`src/rtl/fetch_stage_pkg.sv`:
```
// Shared types and constants for the instruction fetch stage.
// Widths, FSM state encoding, NOP and default halt opcode.
package fetch_stage_pkg;

    localparam int INST_W = 26;
    localparam int PC_W   = 16;
    localparam int OP_W   = 6;

    localparam logic [INST_W-1:0] NOP_INST    = '0;
    localparam logic [OP_W-1:0]   HALT_OP_DEF = 6'h3F;

    typedef enum logic [1:0] {
        BOOT,
        RUN,
        HALTED
    } state_t;

endpackage

```
`src/rtl/fetch_stage_pc_reg.sv`:
```
// Next-fetch-address mux and fpc register.
// fpc always points one past the address issued to the ROM.
module pc_reg
    import fetch_stage_pkg::*;
#(
    parameter logic [PC_W-1:0] RESET_PC = 16'h0000
) (
    input  logic            clk,
    input  logic            rst,
    input  state_t          i_state,
    input  logic            i_stall,
    input  logic            i_branch_taken,
    input  logic [PC_W-1:0] i_branch_target,
    output logic [PC_W-1:0] o_fpc
);

    logic [PC_W-1:0] r_fpc;
    logic [PC_W-1:0] w_fpc_nxt;

    always_comb begin
        w_fpc_nxt = r_fpc;
        unique case (i_state)
            BOOT: w_fpc_nxt = RESET_PC + 16'd1;
            RUN: begin
                if (i_branch_taken)
                    w_fpc_nxt = i_branch_target + 16'd1;
                else if (!i_stall)
                    w_fpc_nxt = r_fpc + 16'd1;
            end
            HALTED: w_fpc_nxt = r_fpc;
            default: w_fpc_nxt = r_fpc;
        endcase
    end

    always_ff @(posedge clk) begin
        if (rst)
            r_fpc <= RESET_PC;
        else
            r_fpc <= w_fpc_nxt;
    end

    assign o_fpc = r_fpc;

endmodule

```
`src/rtl/fetch_stage.sv`:
```
// Instruction fetch stage: drives a synchronous ROM and presents
// inst/pc_count to IF/ID, with stall, branch redirect and halt.
module fetch_stage
    import fetch_stage_pkg::*;
#(
    parameter logic [PC_W-1:0] RESET_PC = 16'h0000,
    parameter logic [OP_W-1:0] HALT_OP  = HALT_OP_DEF
) (
    input  logic              clk,
    input  logic              rst,
    input  logic              stall,
    input  logic              branch_taken,
    input  logic [PC_W-1:0]   branch_target,
    input  logic [INST_W-1:0] rom_q,
    output logic [PC_W-1:0]   rom_addr,
    output logic [INST_W-1:0] inst,
    output logic [PC_W-1:0]   pc_count,
    output logic              inst_valid,
    output logic              halted,
    output logic [PC_W-1:0]   fetch_count
);

    state_t          r_state;
    state_t          w_state_nxt;
    logic [PC_W-1:0] r_ipc;
    logic            r_ivalid;
    logic            w_ivalid_nxt;
    logic [PC_W-1:0] r_fetch_count;
    logic [PC_W-1:0] w_fpc;
    logic [PC_W-1:0] w_rom_addr;
    logic            w_accept;
    logic            w_is_halt;

    pc_reg #(
        .RESET_PC(RESET_PC)
    ) u_pc_reg (
        .clk            (clk),
        .rst            (rst),
        .i_state        (r_state),
        .i_stall        (stall),
        .i_branch_taken (branch_taken),
        .i_branch_target(branch_target),
        .o_fpc          (w_fpc)
    );

    assign inst       = r_ivalid ? rom_q : NOP_INST;
    assign inst_valid = r_ivalid & ~branch_taken;
    assign pc_count   = r_ipc;
    assign halted     = (r_state == HALTED);
    assign w_accept   = inst_valid & ~stall;
    assign w_is_halt  = (inst[INST_W-1 -: OP_W] == HALT_OP);

    always_comb begin
        w_state_nxt  = r_state;
        w_rom_addr   = w_fpc;
        w_ivalid_nxt = r_ivalid;
        unique case (r_state)
            BOOT: begin
                w_rom_addr   = w_fpc;
                w_ivalid_nxt = 1'b1;
                w_state_nxt  = RUN;
            end
            RUN: begin
                if (branch_taken)
                    w_rom_addr = branch_target;
                else if (stall)
                    w_rom_addr = r_ipc;
                else
                    w_rom_addr = w_fpc;
                w_ivalid_nxt = 1'b1;
                if (w_accept && w_is_halt)
                    w_state_nxt = HALTED;
            end
            HALTED: begin
                w_rom_addr   = r_ipc;
                w_ivalid_nxt = 1'b0;
            end
            default: begin
                w_rom_addr   = w_fpc;
                w_ivalid_nxt = 1'b0;
                w_state_nxt  = BOOT;
            end
        endcase
    end

    assign rom_addr = w_rom_addr;

    always_ff @(posedge clk) begin
        if (rst)
            r_state <= BOOT;
        else
            r_state <= w_state_nxt;
    end

    // ipc mirrors the ROM address register so rom_q is always mem[ipc]
    always_ff @(posedge clk) begin
        if (rst) begin
            r_ipc         <= RESET_PC;
            r_ivalid      <= 1'b0;
            r_fetch_count <= '0;
        end else begin
            r_ipc    <= w_rom_addr;
            r_ivalid <= w_ivalid_nxt;
            if (w_accept && (r_fetch_count != 16'hFFFF))
                r_fetch_count <= r_fetch_count + 16'd1;
        end
    end

    assign fetch_count = r_fetch_count;

endmodule
```
`config.mk`:
```
export PLATFORM = sky130hd
export DESIGN_NAME = fetch_stage
export DESIGN_NICKNAME = d
export VERILOG_FILES = /design/src/rtl/fetch_stage_pkg.sv /design/src/rtl/fetch_stage_pc_reg.sv /design/src/rtl/fetch_stage.sv
export SDC_FILE = /design/constraint.sdc
export NUM_CORES = 1
export LEC_CHECK = 0
export BUFFER_PORTS_ARGS = -buffer_cell sky130_fd_sc_hd__buf_2
export CAP_MARGIN = 5
export CORE_MARGIN = 10
export CORE_UTILIZATION = 45
export DETAILED_ROUTE_END_ITERATION = 8
export GPL_ROUTABILITY_DRIVEN = 0
export MAX_ROUTING_LAYER = met4
export PLACE_DENSITY = 0.73
export SETUP_SLACK_MARGIN = 0.1
export SLEW_MARGIN = 25
export SYNTH_ARGS = -nofsm -noshare
export SYNTH_HDL_FRONTEND = slang
export SYNTH_SLANG_ARGS = --single-unit
```
`constraint.sdc`:
```
create_clock -name clk -period 3.71 [get_ports clk]
set_clock_uncertainty 0.2 [all_clocks]
set_input_delay 0.742 -clock clk [delete_from_list [all_inputs] [get_ports clk]]
set_output_delay 0.742 -clock clk [all_outputs]
set_load 0.02 [all_outputs]
```
==> run summary, run 1 <==
Status: completed
Worst hold path type: reg -> reg
Max Cap Violations: 0
Async SR Flop Fraction: 0
Die X: 108 µm
R2r worst-path depth: 4
Post-Syn Area: 0.00351 mm²
Worst Setup Path Type: reg -> out
CP max stage cell: ha_1
DP HPWL: 7.96 mm
Largest stage delay, worst path: 0.43 ns
Layout Cells excl Fill: 666
Placed cells: 658
Congestion Overflow GR: 0
Hold_ws: 0.278 ns
Final period util: 0.857
Number of port buffers: 121
Critical Path Start Type: register
Drt wl/cell: 15.6 µm
I/O pin count: 122
CP top delay family: buffers and inverters
Critical-path maximum fanout: 16
Synth area leader: dfxtp_1
Crit-path most repeated cell: buf_4
Setup TNS: 0 ns
Most frequent cells after synthesis: dfxtp_1, nand3_1, and2_1
Share of cells above drive strength 1: 0.266
Clock sink count: 51
Fillcell total: 747
Die H: 108 µm
Root Driver: clkbuf_8
Worst Hold Path Cells: 2
Post-CTS Setup Inserts: 0
Total power divided by cell area: 335 mW/mm²
Final slew viol count: 0
Hold-fix buffers, CTS: 0
Start point of the critical path: r_state[1]$_SDFFE_PP0P_
DRC: 0
Multi-input logic area: 0.00226 mm²
CTS buffer count: 5
Register area share after synthesis: 0.290
Tot GR Track Use: 0.178
Final setup violation count: 0
DIE AREA: 0.0117 mm²
Drt pass-1 iters: 4
Critical path buffers and inverters: 4
Initial Util: 0.460
CTS H-tree depth: 2
Flop2flop setup slack: 1.28 ns
Resize count post-CTS: 0
Row cnt: 32
Crit. path cell count: 8
Cells after Synth: 458
1st-iter DRT viols: 101
Peak Freq: 315 MHz
Post-synthesis net count: 509
Count of final hold-check violations: 0
Crit path cell chain: inv_1 -> ha_1 -> buf_4 -> nand2b_1 -> buf_4 -> a21oi_1 -> o22a_1 -> buf_2
Vias per inst: 5.51
EDFF count, synth: 0
Area of the core: 0.00765 mm²
Area contributors post-synth: dfxtp_1, and2_1, nand3_1
Largest net degree at the start of global routing: 60
Final wirelength: 10.4 mm
Ant. Diodes: 0
Worst skew pair latency: 0.32 ns
RR Endpoint: fetch_count[15]$_SDFFE_PP0P_
Share of the synthesized area in the top cell type: 0.290
Ys flop type: dfxtp_1
Max Buffers Root-to-Sink: 2
TritonCTS clock tree: yes
Worst EP arrival: 2.24 ns
Area Overhead vs Synth: 21.4%
Netlist cell types: 56
Post-DRT Antenna Nets: 0
First-pass GRT wire length: 17.0 mm
FF+latch count, synth: 51
Tightest Pin Transition: 0.831 ns
Slew headroom: 0.446
Syn_area_per_cell: 7.67 µm²
Initial antenna violation count: 0
Req. time, crit path: 2.77 ns
Number of global-route vias before repair: 3571
Crit path to: rom_addr[2]
Worst-path clk slew: 0.11 ns
FF+latch area: 0.00102 mm²
Via count: 3668
Crit path time final: 3.18 ns
Reg2reg start: r_ivalid$_SDFF_PP0_
CP endpoint kind: output port
Static leakage: 1.82 nW
Maximum vdd drop: 0.000167 V
Yosys Warn Count: 0
RSZ-0062 raised after global routing: false
Nets@finish: 614
==> registers in the layout, indices dropped and copies added (netlist names) <==
name and cells:
fetch_count 16, r_state 2, u_pc_reg.o_fpc 16, pc_count 16
r_ivalid 1
==> worst min-delay path by stage <==
stage | start | endpoint | slack [ns]
finish | u_pc_reg.o_fpc[13]$_SDFFE_PP0P_ | u_pc_reg.o_fpc[13]$_SDFFE_PP0P_ | 0.28
global route | u_pc_reg.o_fpc[13]$_SDFFE_PP0P_ | u_pc_reg.o_fpc[13]$_SDFFE_PP0P_ | 0.31
CTS | u_pc_reg.o_fpc[13]$_SDFFE_PP0P_ | u_pc_reg.o_fpc[13]$_SDFFE_PP0P_ | 0.28
detailed placement | u_pc_reg.o_fpc[13]$_SDFFE_PP0P_ | u_pc_reg.o_fpc[13]$_SDFFE_PP0P_ | 0.26
global placement | u_pc_reg.o_fpc[13]$_SDFFE_PP0P_ | u_pc_reg.o_fpc[13]$_SDFFE_PP0P_ | 0.26
floorplan | u_pc_reg.o_fpc[14]$_SDFFE_PP0P_ | u_pc_reg.o_fpc[14]$_SDFFE_PP0P_ | 0.24
==> logic make-up (layout without fill, tap and decap cells) <==
kind of cell    count (synthesis)  count (layout)  share of synthesized area
simple gates                  215             215                      0.335
fa+ha+maj                       5               5                     0.0178
xor+xnor                       20              20                     0.0498
flops                          51              51                      0.290
mux                            12              12                     0.0352
buf+inv                        54             160                     0.0673
compound gates                101             101                      0.204
==> stage by stage <==
stage | setup slack, ns | instance area, µm² | power (W) | utilization
after floorplan | 0.510 | 3510 | 0.000934 | -
after global placement | 0.819 | 4170 | 0.00108 | 0.545
after detailed placement | 0.778 | 4170 | 0.00109 | 0.545
after CTS | 0.533 | 4270 | 0.00144 | 0.558
after global routing | 0.318 | 4270 | 0.00151 | 0.558
final | 0.532 | 4270 | 0.00143 | 0.558
==> per-layer routing <==
metal  part of all wire  track usage  up-vias
li1                   -            -     1843
met1               0.45        0.217     1682
met2               0.45        0.281      136
met3              0.090       0.0642        7
met4             0.0095       0.0320        0
met5                  0            -        -
==> placed cells by master (no fill, tap or decap), types with 5 or more instances in the layout <==
cell	n
nor2_1	22
nand3_1	51
o21ai_0	6
ha_1	5
buf_4	7
and2_1	46
nor3_1	8
o21a_1	16
dfxtp_1	51
o22a_1	16
buf_2	121
mux2i_1	9
a21oi_1	24
inv_1	23
a22oi_1	5
nand4_1	9
xnor2_1	18
clkbuf_8	5
o21ai_1	9
nand3b_1	5
nand2_1	43
==> layout make-up <==
cell class,count,area share
Timing Repair Buffer,129,0.159
Multi-Input combinational cell,353,0.529
Clock buffer,5,0.0161
Tap cell,102,0.0299
Clock inverter,3,0.00674
Sequential cell,51,0.239
Inverter,23,0.0202
==> worst register-to-register path: stages, from the launching register on <==
cell,delay (ns)
dfxtp_1,0.75
nor3b_2,0.45
nand4_2,0.23
or3_1,0.41
o311a_1,0.29
==> power breakdown <==
part           internal, W  total [W]  switching [W]
Sequential        0.000577   0.000608      0.0000308
Combinational     0.000181   0.000464       0.000283
Clock             0.000140   0.000358       0.000218
Total             0.000898    0.00143       0.000532
No activity file was read; power rests on OpenSTA's default activity.
==> run 2: changes to the inputs <==
--- a/config.mk
+++ b/config.mk
@@ -9,6 +9,7 @@
 export CAP_MARGIN = 5
 export CORE_MARGIN = 10
 export CORE_UTILIZATION = 45
+export CTS_BUF_LIST = sky130_fd_sc_hd__clkbuf_4 sky130_fd_sc_hd__clkbuf_8 sky130_fd_sc_hd__clkbuf_16
 export DETAILED_ROUTE_END_ITERATION = 8
 export GPL_ROUTABILITY_DRIVEN = 0
 export MAX_ROUTING_LAYER = met4
==> constraint.sdc (replaced) <==
create_clock -name clk -period 3.8 [get_ports clk]
set_clock_uncertainty 0.2 [all_clocks]
set_input_delay 0.76 -clock clk [delete_from_list [all_inputs] [get_ports clk]]
set_output_delay 0.76 -clock clk [all_outputs]
set_load 0.02 [all_outputs]
==> run summary, run 2 (same netlist as run 1, synthesis figures left out) <==
Status: completed
Final wirelength: 10.5 mm
Largest stage delay, worst path: 0.44 ns
Most frequent cells in the layout: buf_2, nand3_1, dfxtp_1
1st-iter DRT viols: 138
Area of the core: 0.00765 mm²
CTS buffer count: 5
Largest net degree at the start of global routing: 37
Final setup violation count: 0
Worst Setup Path Type: reg -> out
Die H: 108 µm
DRC: 0
Crit path cell chain: inv_1 -> ha_1 -> buf_4 -> nand2b_1 -> buf_4 -> a21oi_1 -> o22a_1 -> buf_2
Crit-path most repeated cell: buf_4
Req. time, crit path: 2.84 ns
Static leakage: 1.83 nW
Hold-fix buffers, CTS: 0
Drt wl/cell: 15.7 µm
Number of global-route vias before repair: 3550
Final slew viol count: 0
Tightest Pin Transition: 0.847 ns
Maximum vdd drop: 0.000165 V
Area Overhead vs Synth: 21.6%
TritonCTS clock tree: yes
RSZ-0062 raised after global routing: false
Placed cells: 659
Critical-path maximum fanout: 16
Root Driver: clkbuf_8
Max Cap Violations: 0
Resize count post-CTS: 0
Ant. Diodes: 0
Initial Util: 0.460
CP endpoint kind: output port
DIE AREA: 0.0117 mm²
DP HPWL: 8.06 mm
Final period util: 0.844
Hold_ws: 0.275 ns
Worst skew pair latency: 0.32 ns
Die X: 108 µm
Total power divided by cell area: 324 mW/mm²
Clock sink count: 51
Post-CTS Setup Inserts: 0
Initial antenna violation count: 0
Worst EP arrival: 2.25 ns
Layout Cells excl Fill: 667
First-pass GRT wire length: 17.0 mm
Worst hold path type: reg -> reg
I/O pin count: 122
Crit path time final: 3.21 ns
Worst-path clk slew: 0.11 ns
Congestion Overflow GR: 0
Slew headroom: 0.435
Drt pass-1 iters: 5
Share of cells above drive strength 1: 0.267
Via count: 3715
Nets@finish: 615
Tot GR Track Use: 0.179
Post-DRT Antenna Nets: 0
Max Buffers Root-to-Sink: 2
CTS H-tree depth: 2
Row cnt: 32
Count of final hold-check violations: 0
CP max stage cell: ha_1
Peak Freq: 312 MHz
Setup TNS: 0 ns
Commonest non-fill, non-tap cell in the layout: buf_2
Number of port buffers: 121
Vias per inst: 5.57
Critical Path Start Type: register
-- run 2: cell count changes in the layout (fill, tap and decap cells not counted) --
cell,change
inv_6,+2
buf_4,+1
clkinv_4,-1
inv_8,-1
-- run 2: worst paths after layout --
| path | start | slack [ns] | cells after the start | to |
|---|---|---|---|---|
| max reg2reg | r_ivalid$_SDFF_PP0_ | 1.39 | 4 | fetch_count[15]$_SDFFE_PP0P_ |
| min reg2reg | u_pc_reg.o_fpc[13]$_SDFFE_PP0P_ | 0.28 | 2 | u_pc_reg.o_fpc[13]$_SDFFE_PP0P_ |
| min | u_pc_reg.o_fpc[13]$_SDFFE_PP0P_ | 0.28 | 2 | u_pc_reg.o_fpc[13]$_SDFFE_PP0P_ |
| max | r_state[1]$_SDFFE_PP0P_ | 0.59 | 8 | rom_addr[4] |
-- run 2: worst max-delay path: cells and delay by family (launching register included) --
kind | cells | cell delay [ns]
AO/OA/AOI/OAI | 2 | 0.32
adder cells (fa/ha/maj) | 1 | 0.44
buffers and inverters | 4 | 0.75
flip-flops | 1 | 0.35
AND/OR/NAND/NOR | 1 | 0.07
-- run 2: metal layers --
layer,wire length [µm],vias up,global-route usage
li1,-,1842,-
met1,4660,1706,0.218
met2,4740,158,0.285
met3,1020,9,0.0553
met4,82,0,0.0330
met5,0,-,-
-- run 2: through the flow --
step | util | cell area (µm²) | setup WS (ns) | power (W)
after global placement | 0.546 | 4180 | 0.777 | 0.00105
after global routing | 0.559 | 4270 | 0.405 | 0.00147
after detailed placement | 0.546 | 4180 | 0.709 | 0.00106
after floorplan | - | 3510 | 0.582 | 0.000912
after CTS | 0.559 | 4270 | 0.581 | 0.00140
final | 0.559 | 4270 | 0.591 | 0.00139
-- run 2: power by group --
group	leakage, nW	switching [W]	internal, W
clock network	0.0491	0.000202	0.000136
logic	1.36	0.000278	0.000177
registers	0.415	0.0000299	0.000563
total	1.83	0.000510	0.000877
-- run 2: cell type report --
type	count	area [µm²]
clock inverters	3	26.3
clock buffers	5	68.8
flip-flops and latches	51	1020
inverters	23	86.3
well taps	102	128
repair buffers	130	686
multi-input cells	353	2260
fillers	720	3370
